==> src/rtl/prior_code_fifo.sv <==
// Turns each new priority-encoder request into a one-shot event and queues it
// in a small first-word-fallthrough FIFO with a valid/ready output handshake.
module prior_code_fifo #(
    parameter int DEPTH  = 4,
    parameter int CODE_W = 2
) (
    input  logic                       clk,
    input  logic                       rst,
    input  logic [CODE_W-1:0]          in_code,
    input  logic                       in_valid,
    input  logic                       out_ready,
    output logic [CODE_W-1:0]          out_code,
    output logic                       out_valid,
    output logic [$clog2(DEPTH):0]     count,
    output logic                       full,
    output logic                       overflow
);
    localparam int PTR_W = $clog2(DEPTH);
    localparam int CNT_W = PTR_W + 1;
    localparam logic [CNT_W-1:0] FULL_CNT = CNT_W'(DEPTH);

    logic [CODE_W-1:0] mem_q [DEPTH];
    logic [CODE_W-1:0] mem_d [DEPTH];
    logic [PTR_W-1:0]  wr_ptr_q, wr_ptr_d;
    logic [PTR_W-1:0]  rd_ptr_q, rd_ptr_d;
    logic [CNT_W-1:0]  count_q, count_d;
    logic [CODE_W-1:0] out_code_q, out_code_d;
    logic [CODE_W-1:0] prev_code_q, prev_code_d;
    logic              prev_valid_q, prev_valid_d;
    logic              overflow_q, overflow_d;
    logic              event_s;
    logic              pop_s;
    logic              push_s;
    logic              full_s;
    logic              nonempty_s;

    // Event detection, push/pop arbitration and next-state computation.
    always_comb begin
        full_s       = (count_q == FULL_CNT);
        nonempty_s   = (count_q != {CNT_W{1'b0}});
        event_s      = in_valid & (~prev_valid_q | (in_code != prev_code_q));
        pop_s        = nonempty_s & out_ready;
        // A pop frees the slot being written, so a full FIFO can still accept.
        push_s       = event_s & (~full_s | pop_s);
        prev_valid_d = in_valid;
        prev_code_d  = in_code;
        mem_d        = mem_q;
        wr_ptr_d     = wr_ptr_q;
        rd_ptr_d     = rd_ptr_q;
        count_d      = count_q;
        overflow_d   = overflow_q;
        out_code_d   = out_code_q;

        if (push_s) begin
            mem_d[wr_ptr_q] = in_code;
            wr_ptr_d        = wr_ptr_q + PTR_W'(1);
        end else begin
            wr_ptr_d = wr_ptr_q;
        end

        if (pop_s) begin
            rd_ptr_d = rd_ptr_q + PTR_W'(1);
        end else begin
            rd_ptr_d = rd_ptr_q;
        end

        if (event_s & ~push_s) begin
            overflow_d = 1'b1;
        end else begin
            overflow_d = overflow_q;
        end

        case ({push_s, pop_s})
            2'b10:   count_d = count_q + CNT_W'(1);
            2'b01:   count_d = count_q - CNT_W'(1);
            default: count_d = count_q;
        endcase

        // Head is registered from next-state so outputs never see in_* combinationally.
        if (count_d != {CNT_W{1'b0}}) begin
            out_code_d = mem_d[rd_ptr_d];
        end else begin
            out_code_d = out_code_q;
        end
    end

    // State registers with synchronous reset taking priority.
    always_ff @(posedge clk) begin
        if (rst) begin
            mem_q        <= '{default: {CODE_W{1'b0}}};
            wr_ptr_q     <= {PTR_W{1'b0}};
            rd_ptr_q     <= {PTR_W{1'b0}};
            count_q      <= {CNT_W{1'b0}};
            out_code_q   <= {CODE_W{1'b0}};
            prev_code_q  <= {CODE_W{1'b0}};
            prev_valid_q <= 1'b0;
            overflow_q   <= 1'b0;
        end else begin
            mem_q        <= mem_d;
            wr_ptr_q     <= wr_ptr_d;
            rd_ptr_q     <= rd_ptr_d;
            count_q      <= count_d;
            out_code_q   <= out_code_d;
            prev_code_q  <= prev_code_d;
            prev_valid_q <= prev_valid_d;
            overflow_q   <= overflow_d;
        end
    end

    assign out_code  = out_code_q;
    assign out_valid = nonempty_s;
    assign count     = count_q;
    assign full      = full_s;
    assign overflow  = overflow_q;

endmodule

==> config.mk <==
export PLATFORM = sky130hd
export DESIGN_NAME = prior_code_fifo
export DESIGN_NICKNAME = d
export VERILOG_FILES = /design/src/rtl/prior_code_fifo.sv
export SDC_FILE = /design/constraint.sdc
export NUM_CORES = 1
export LEC_CHECK = 0
export BUFFER_PORTS_ARGS = -buffer_cell sky130_fd_sc_hd__buf_2
export CORE_MARGIN = 2
export CORE_UTILIZATION = 53
export DETAILED_ROUTE_END_ITERATION = 12
export GPL_TIMING_DRIVEN = 0
export PLACE_DENSITY = 0.76
export SYNTH_ARGS = -nofsm -noshare
export SYNTH_HDL_FRONTEND = slang
export SYNTH_SLANG_ARGS = --single-unit
==> constraint.sdc <==
create_clock -name clk -period 3.88 [get_ports clk]
set_input_delay 0.388 -clock clk [delete_from_list [all_inputs] [get_ports clk]]
set_output_delay 0.388 -clock clk [all_outputs]
set_load 0.1 [all_outputs]
# After elaboration in Yosys (flattened, before gate mapping)
# Cells that the tools add are included.
# Widths: inputs -> output; s select.
[word_totals] input_bits=6 reg_bits=21 elab_cells=45
[classes] muxes=9 n_reduce_logical=3 n_eq_ne=4 n_bitwise=11 order_cmp=3 addsub=4
[ops] operator="$bwmux 8" count=1
[ops] operator="$mux 2" count=4
[ops] operator="$mux 8" count=1
[ops] operator="$ge 3x3->1 const B" count=2
[ops] operator="$not 2->3" count=2
[ops] operator="$pmux 3 s2" count=1
[ops] operator="$reduce_bool 3->1" count=2
[ops] operator="$add 2x1->2 const B" count=2
[ops] operator="$and 1x1->1" count=4
[ops] operator="$bmux 2 s2" count=1
[ops] operator="$demux 2 s2" count=1
[ops] operator="$add 3x1->3 const B" count=1
[ops] operator="$eq 3x3->1 const B" count=1
[ops] operator="$lt 3x1->1 const B" count=1
[ops] operator="$not 1->1" count=3
[ops] operator="$sub 3x1->3 const B" count=1
[ops] operator="$eq 2x1->1 const B" count=1
[ops] operator="$eq 2x2->1 const B" count=1
[ops] operator="$ne 2x2->1" count=1
[ops] operator="$or 1x1->1" count=2
[ops] operator="$logic_and 1x1->1" count=1

# Longest topological paths before layout
# Gate-level depths: netlist of run 1.
[depth] word_depth=10 ltp_mapped=13

# Worst setup path before layout of run 1
# No wires, ideal clock.
[synth_timing] kind="register -> register" start="reg count_q[2], in the netlist count[2]" end="reg out_code_q[0], in the netlist out_code[0]" arrival_time_ps=3578 setup_time_ps=79 stages_incl_launch_ff=14 required_ps=3801 period_less_slack_ps=3657 slack_ps=223 path_cell_list="dfxtp_1 -> nor4b_2 -> a311oi_4 -> buf_2 -> inv_2 -> ha_1 -> inv_1 -> fa_1 -> xnor2_1 -> xnor2_1 -> a32o_1 -> nor3b_1 -> o211ai_2 -> o211ai_1"
[synth_via] elab_chain_cells=8 elab_cells_between_ends=18
[synth_lines] item="start: declaration" line_no="26" rtl="logic [CNT_W-1:0] count_q, count_d;"
[synth_lines] item="start signal: assignment" line_no="93" rtl="count_q <= {CNT_W{1'b0}};"
[synth_lines] item="start signal: assignment" line_no="102" rtl="count_q <= count_d;"
[synth_lines] item="$reduce_bool 3->1 / $eq 3x3->1 (equally long branches)" line_no="40, 39"
[synth_lines] item="$and 1x1->1 / $not 1->1 (equally long branches)" line_no="42, 44"
[synth_lines] item="$or 1x1->1" line_no="44" rtl="push_s = event_s & (~full_s | pop_s);"
[synth_lines] item="$and 1x1->1" line_no="44"
[synth_lines] item="$mux 8" line_no="54" rtl="if (push_s) begin"
[synth_lines] item="$bmux 2 s2" line_no="81" rtl="out_code_d = mem_d[rd_ptr_d];"
[synth_lines] item="$mux 2 (implied by the code) (2 in series)" line_no="81"
[synth_lines] item="end signal: assignment" line_no="94" rtl="out_code_q <= {CODE_W{1'b0}};"
[synth_lines] item="end signal: assignment" line_no="103" rtl="out_code_q <= out_code_d;"
[synth_lines] item="end: declaration" line_no="27" rtl="logic [CODE_W-1:0] out_code_q, out_code_d;"
# Several ways; a longest one is shown, not always the timed one. The select of a mux whose other input is x is not followed.
# A chain may end at the register's enable or synchronous reset.

# Worst setup path in the final report of run 1
# Ends and elaborated chain as after synthesis.

==> reports/metrics.csv, run 1 <==
stage,metric,value,unit
sta,worst_slack,0.617,ns
sta,relSlewSlack,67.9,%
layout,multi_input_area,626,sq um
layout,stdcell_count,162,
clock_tree,cts_sinks,21,
pwr,ir_drop,0.000476,V
synthesis,muxShareOfSynthArea,6.14,%
pwr,p_int,0.450,mW
layout,area_growth,11.4,%
layout,final_common_cell,dfxtp_1,
floorplan,io_pins,14,
drt,viasPerCell,5.23,
synthesis,synth_area_leaders,"dfxtp_1 38%, ha_1 5.7%, xnor2_1 4.0%",
critical_path,cp.arrival,3.49,ns
synthesis,post_synth_fa_ha_maj_area_fraction,7.51,%
synthesis,syn_area,1100,sq um
floorplan,dieWidth,49.6,um
global_route,grt_max_degree,12,
sta,skew,0.00395,ns
sta,final-max-slew-violation-count,0,
placed_design,placed_area,1200,sq um
synthesis,avgSynthCellArea,9.32,sq um
global_route,antenna_found_initial,0,
clock_tree,clkSlewWorstSetupHoldPaths,0.11,ns
clock_tree,post_cts_buffers,0,
pwr,combPwrFrac,57.8,%
pwr,power_density,771,nW/um^2
critical_path,cp_common_cell,xnor2_1,
run,drv_cap,0,
synthesis,synth_edf_count,0,
pwr,clockPowerShare,10.8,%
synthesis,synthSimpleGateAreaFrac,19.6,%
synthesis,async_reset_ff_share,0,%
layout,final_area,1220,sq um
layout,register_area,420,sq um
layout,antenna_cells,0,
drt,drtAntennaViolNets,0,
layout,final_layout_size_suffix_gt1_share,21.5,%
synthesis,synth_cells,118,
floorplan,die_area,2460,sq um
critical_path,cp-start-kind,flop,
synthesis,synth-compound-area-share,15.8,%
layout,fill_cells,192,
sta,holdWs,0.363,ns
synthesis,yosys.area.top_type,dfxtp_1,
placed_design,placedCellCount,158,
placed_design,gp_congestion,0.804,
critical_path,slowest_delay,0.51,ns
synthesis,synth_xor_area_share,7.85,%
sta,hold_viol,0,
sta,worstMarginPinSlew,0.482,ns
synthesis,yosys_warnings,0,
floorplan,start_util,56.1,%
critical_path,cp-end-kind,flop,
clock_tree,clk_latency,0.29,ns
floorplan,row_count,16,
layout,final_util,62.4,%
clock_tree,ctsLongestPathBuffers,2,
global_route,grt_usage,17.0,%
synthesis,synth_fp_nets,130,
critical_path,crit_family,simple AND/OR/NAND/NOR gates,
outcome,status,"complete, no violations",
pwr,total_power,0.945,mW
pwr,leakage,0.527,nW
clock_tree,numCtsBuffers,3,
sta,period_share,84.1,%
placed_design,dp_hpwl,1510,um
drt,first_iter_violations,21,
floorplan,dieHeight,49.6,um
global_route,grt_pass1_wl,3280,um
placed_design,io_buffer_count,13,
global_route,globalRouteOverflowTotal,0,
layout,final_cell_mix,"21 x dfxtp_1, 14 x buf_2, 11 x nor2_1",
sta,rsz0062_at_grt,no,
critical_path,cp_cell_sequence,nor4b_2 > a311oi_4 > buf_2 > inv_2 > ha_1 > inv_1 > fa_1 > xnor2_1 > xnor2_1 > a32o_1 > nor3b_1 > o211ai_2 > o211ai_1,
critical_path,crit_fanout,10,
sta,period_needed,3.26,ns
layout,nets,148,
synthesis,synth_top_family_by_area,simple AND/OR/NAND/NOR gates,
pwr,p_seq_share,31.3,%
clock_tree,ctsResizeCount,0,
synthesis,synth.top_cell.area_share,38.2,%
sta,fin_setup_tns,0,ns
sta,fmax,0.306,GHz
drt,wl_per_cell,12.0,um
placed_design,pre_cts_slack,0.532,ns
critical_path,cp_slowest_cell,dfxtp_1,
pwr,switching_share,52.3,%
synthesis,synth_cell_types,33,
critical_path,worstPathRequired,4.10,ns
clock_tree,clock-root-buffer,clkbuf_4,
sta,final-setup-viol-count,0,
synthesis,synth_seq_cells,21,
drt,finalWirelength,1950,um
drt,vias,847,
pwr,p_sw,0.494,mW
clock_tree,cts_max_level,1,
worst_hold_path,hold_path_class,input pin to flop,
clock_tree,hold_buffers,0,
global_route,grt_pass1_vias,799,
critical_path,critPathBufInv,3,
synthesis,ys_seq_area_share,38.2,%
drt,drc,0,
clock_tree,cts_tree,built,
critical_path,path_class,flop to flop,
floorplan,coreArea,1960,sq um
synthesis,synth_ff_type,dfxtp_1,
drt,drt_first_pass_iters,4,
-- state kept, by name, indices dropped and copies added (netlist names) --
| register | cells |
|---|---|
| wr_ptr_q | 2 |
| count | 3 |
| prev_valid_q | 1 |
| overflow | 1 |
| rd_ptr_q | 2 |
| mem_q | 8 |
| prev_code_q | 2 |
| out_code | 2 |
-- power by group through the flow --
stage	registers [mW]	logic (mW)	clock network (mW)
floorplan	0.425	0.339	0
global placement	0.299	0.533	0
detailed placement	0.301	0.546	0
CTS	0.297	0.548	0.108
global route	0.301	0.584	0.113
finish	0.296	0.546	0.102
-- worst reg2reg max path, delay by kind of cell (launching register included) --
| kind | cells | cell delay, ns |
|---|---|---|
| compound gates | 4 | 0.64 |
| xor+xnor | 2 | 0.32 |
| fa+ha+maj | 2 | 0.56 |
| buf+inv | 3 | 0.37 |
| flops | 1 | 0.51 |
| simple gates | 2 | 0.80 |
-- area by class of cell --
class / count / area share (%)
buffer: 3 / 1.02
multi-input combinational: 83 / 51.1
clock buffer: 4 / 2.15
timing repair buffer: 13 / 5.31
inverter: 11 / 3.37
tap: 27 / 2.76
sequential: 21 / 34.3
-- kinds of logic (layout without fill, tap and decap cells) --
| family | count (synthesis) | after routing |
|---|---|---|
| mux | 6 | 6 |
| simple gates | 42 | 42 |
| buf+inv | 14 | 31 |
| fa+ha+maj | 6 | 6 |
| compound gates | 20 | 20 |
| flops | 21 | 21 |
| xor+xnor | 9 | 9 |
-- path summary, 6_finish.rpt --
path	endpoint	start	depth (start not counted)	slack (ns)
setup / recovery	out_code[0]	count[2]	13	0.62
hold / removal	prev_valid_q	in_valid	3	0.36
setup reg to reg	out_code[0]	count[2]	13	0.62
hold reg to reg	mem_q[3]	mem_q[3]	2	0.46
-- per-layer routing --
metal / part of all wire (%) / up-vias / GRT usage [%] / wire length [um]
met5: 0 / - / 0 / 0
met4: 0 / 0 / 2.78 / 0
met3: 3.4 / 0 / 3.64 / 66
met2: 47 / 14 / 28.7 / 916
met1: 49 / 401 / 22.6 / 963
li1: - / 432 / - / -
-- cell usage after synthesis (3+ instances only) --
cell type / n
dfxtp_1: 21
nor2_1: 11
inv_1: 10
a21oi_1: 8
nand2_1: 8
nand3_1: 6
nor2b_1: 6
ha_1: 5
xnor2_1: 5
and3_1: 3
mux2i_1: 3
xor2_1: 3
Power figures use the tool's default switching activity.
==> run 2, diff against run 1 <==
- clock period: 3.88 -> 3.35 ns (I/O delays scaled with it)
==> reports/metrics.csv, run 2 (synthesis gave the netlist of run 1 again) <==
stage,metric,value,unit
outcome,status,"complete, no violations",
pwr,combPwrFrac,57.3,%
sta,final-setup-viol-count,0,
critical_path,worstPathRequired,3.59,ns
sta,relSlewSlack,67.9,%
pwr,power_density,899,nW/um^2
drt,drc,0,
clock_tree,clock-root-buffer,clkbuf_4,
pwr,p_seq_share,31.6,%
critical_path,path_class,flop to flop,
critical_path,cp.arrival,3.33,ns
sta,hold_viol,0,
pwr,leakage,0.530,nW
clock_tree,cts_sinks,21,
pwr,ir_drop,0.000785,V
layout,multi_input_area,634,sq um
critical_path,cp-start-kind,flop,
drt,first_iter_violations,5,
critical_path,r2r_cells,12,
floorplan,coreArea,1960,sq um
sta,worstMarginPinSlew,0.482,ns
sta,period_needed,3.09,ns
drt,finalWirelength,2090,um
worst_hold_path,hold_path_class,input pin to flop,
floorplan,io_pins,14,
layout,top_register,mem_q,
floorplan,dieHeight,49.6,um
placed_design,io_buffer_count,13,
layout,area_growth,12.5,%
sta,worst_slack,0.264,ns
placed_design,pre_cts_slack,0.109,ns
worst_hold_path,min_from,in_valid,
layout,nets,148,
clock_tree,clkSlewWorstSetupHoldPaths,0.11,ns
sta,fin_setup_tns,0,ns
floorplan,row_count,16,
layout,final_area,1240,sq um
clock_tree,cts_max_level,1,
sta,rsz0062_at_grt,no,
floorplan,dieWidth,49.6,um
global_route,grt_pass1_vias,826,
sta,final-max-slew-violation-count,0,
drt,wl_per_cell,12.9,um
pwr,clockPowerShare,11.2,%
critical_path,cp-end-kind,flop,
pwr,p_int,0.528,mW
layout,largest_reg_flops,8,
global_route,top_usage_layer,met2,
placed_design,placed_area,1200,sq um
drt,drtAntennaViolNets,0,
drt,vias,834,
clock_tree,numCtsBuffers,3,
floorplan,die_area,2460,sq um
floorplan,start_util,56.1,%
global_route,use_met2,31.3,%
global_route,globalRouteOverflowTotal,0,
global_route,grt_max_degree,12,
sta,skew,0.00197,ns
sta,holdWs,0.292,ns
sta,period_share,92.1,%
placed_design,dp_hpwl,1550,um
layout,final_cell_mix,"18 x dfxtp_1, 14 x buf_2, 11 x nor2_1",
clock_tree,cts_tree,built,
pwr,p_sw,0.585,mW
clock_tree,clk_latency,0.31,ns
global_route,grt_usage,20.0,%
pwr,switching_share,52.5,%
global_route,grt_pass1_wl,3650,um
sta,fmax,0.324,GHz
clock_tree,ctsLongestPathBuffers,2,
run,drv_cap,0,
critical_path,crit_fanout,10,
critical_path,rrSetupSlack,0.26,ns
layout,fill_cells,193,
clock_tree,ctsResizeCount,0,
critical_path,regToRegStartpoint,prev_code_q[1],
drt,drt_first_pass_iters,4,
worst_hold_path,min_path_cells,3,
global_route,grtUsageMet1,25.3,%
worst_hold_path,holdPathEnd,prev_valid_q,
layout,final_common_cell,dfxtp_1,
clock_tree,post_cts_buffers,0,
layout,register_area,424,sq um
placed_design,gp_congestion,0.805,
layout,antenna_cells,0,
clock_tree,hold_buffers,0,
layout,final_layout_size_suffix_gt1_share,23.7,%
global_route,antenna_found_initial,0,
global_route,globalRouteMet3Util,3.64,%
critical_path,r2r-end,out_code[0],
drt,viasPerCell,5.15,
[run 2: cell count changes in the layout (fill, tap and decap cells not counted)]
cell	before	now
nor4b_2	1	0
nor4b_4	0	1
dfxtp_2	0	3
dfxtp_1	21	18
[run 2: routing by layer]
layer | vias to the layer above | part of all wire, % | wire length, um
met4 | 0 | 2.7 | 56
met1 | 387 | 48 | 1010
met2 | 12 | 46 | 964
met3 | 4 | 2.9 | 60
met5 | - | 0 | 0
li1 | 431 | - | -
[run 2: worst max-delay path by stage]
stage	slack, ns	startpoint	cells past startpoint	endpoint
after floorplan	0.12	count[2]	13	out_code[0]
after global placement	0.11	in_code[1]	13	out_code[0]
after detailed placement	0.11	in_code[1]	13	out_code[0]
after CTS	0.18	count[2]	13	out_code[0]
after global routing	0.06	count[2]	13	out_code[0]
final	0.26	prev_code_q[1]	12	out_code[0]
[run 2: metrics by stage]
step | power [mW] | cells | util (%)
after detailed placement | 0.986 | 158 | 61.3
after CTS | 1.11 | 162 | 62.6
final | 1.11 | 162 | 63.1
after global placement | 0.968 | 158 | 61.3
after floorplan | 0.889 | 118 | -
after global routing | 1.18 | 162 | 63.1
[run 2: final cells by class]
type / instances / area share, %
tap: 27 / 2.73
clock buffer: 4 / 2.12
timing repair buffer: 13 / 5.26
multi-input combinational: 83 / 51.3
inverter: 11 / 3.34
buffer: 3 / 1.01
sequential: 21 / 34.3
[run 2: power by group through the flow]
stage	clock [mW]	sequential (mW)	combinational, mW
2_1_floorplan	0	0.497	0.392
3_3_place_gp	0	0.350	0.618
3_5_place_dp	0	0.354	0.631
4_1_cts	0.131	0.349	0.635
5_1_grt	0.138	0.360	0.679
6_report	0.124	0.352	0.637
[run 2: critical path, stage by stage (launching register included)]
cell	delay (ns)
dfxtp_1	0.33
xnor2_1	0.17
a311oi_4	0.45
buf_2	0.30
inv_2	0.06
ha_1	0.20
inv_1	0.07
fa_1	0.40
nor2b_1	0.15
a32o_1	0.28
nor3b_1	0.36
o211ai_2	0.14
o211ai_1	0.11
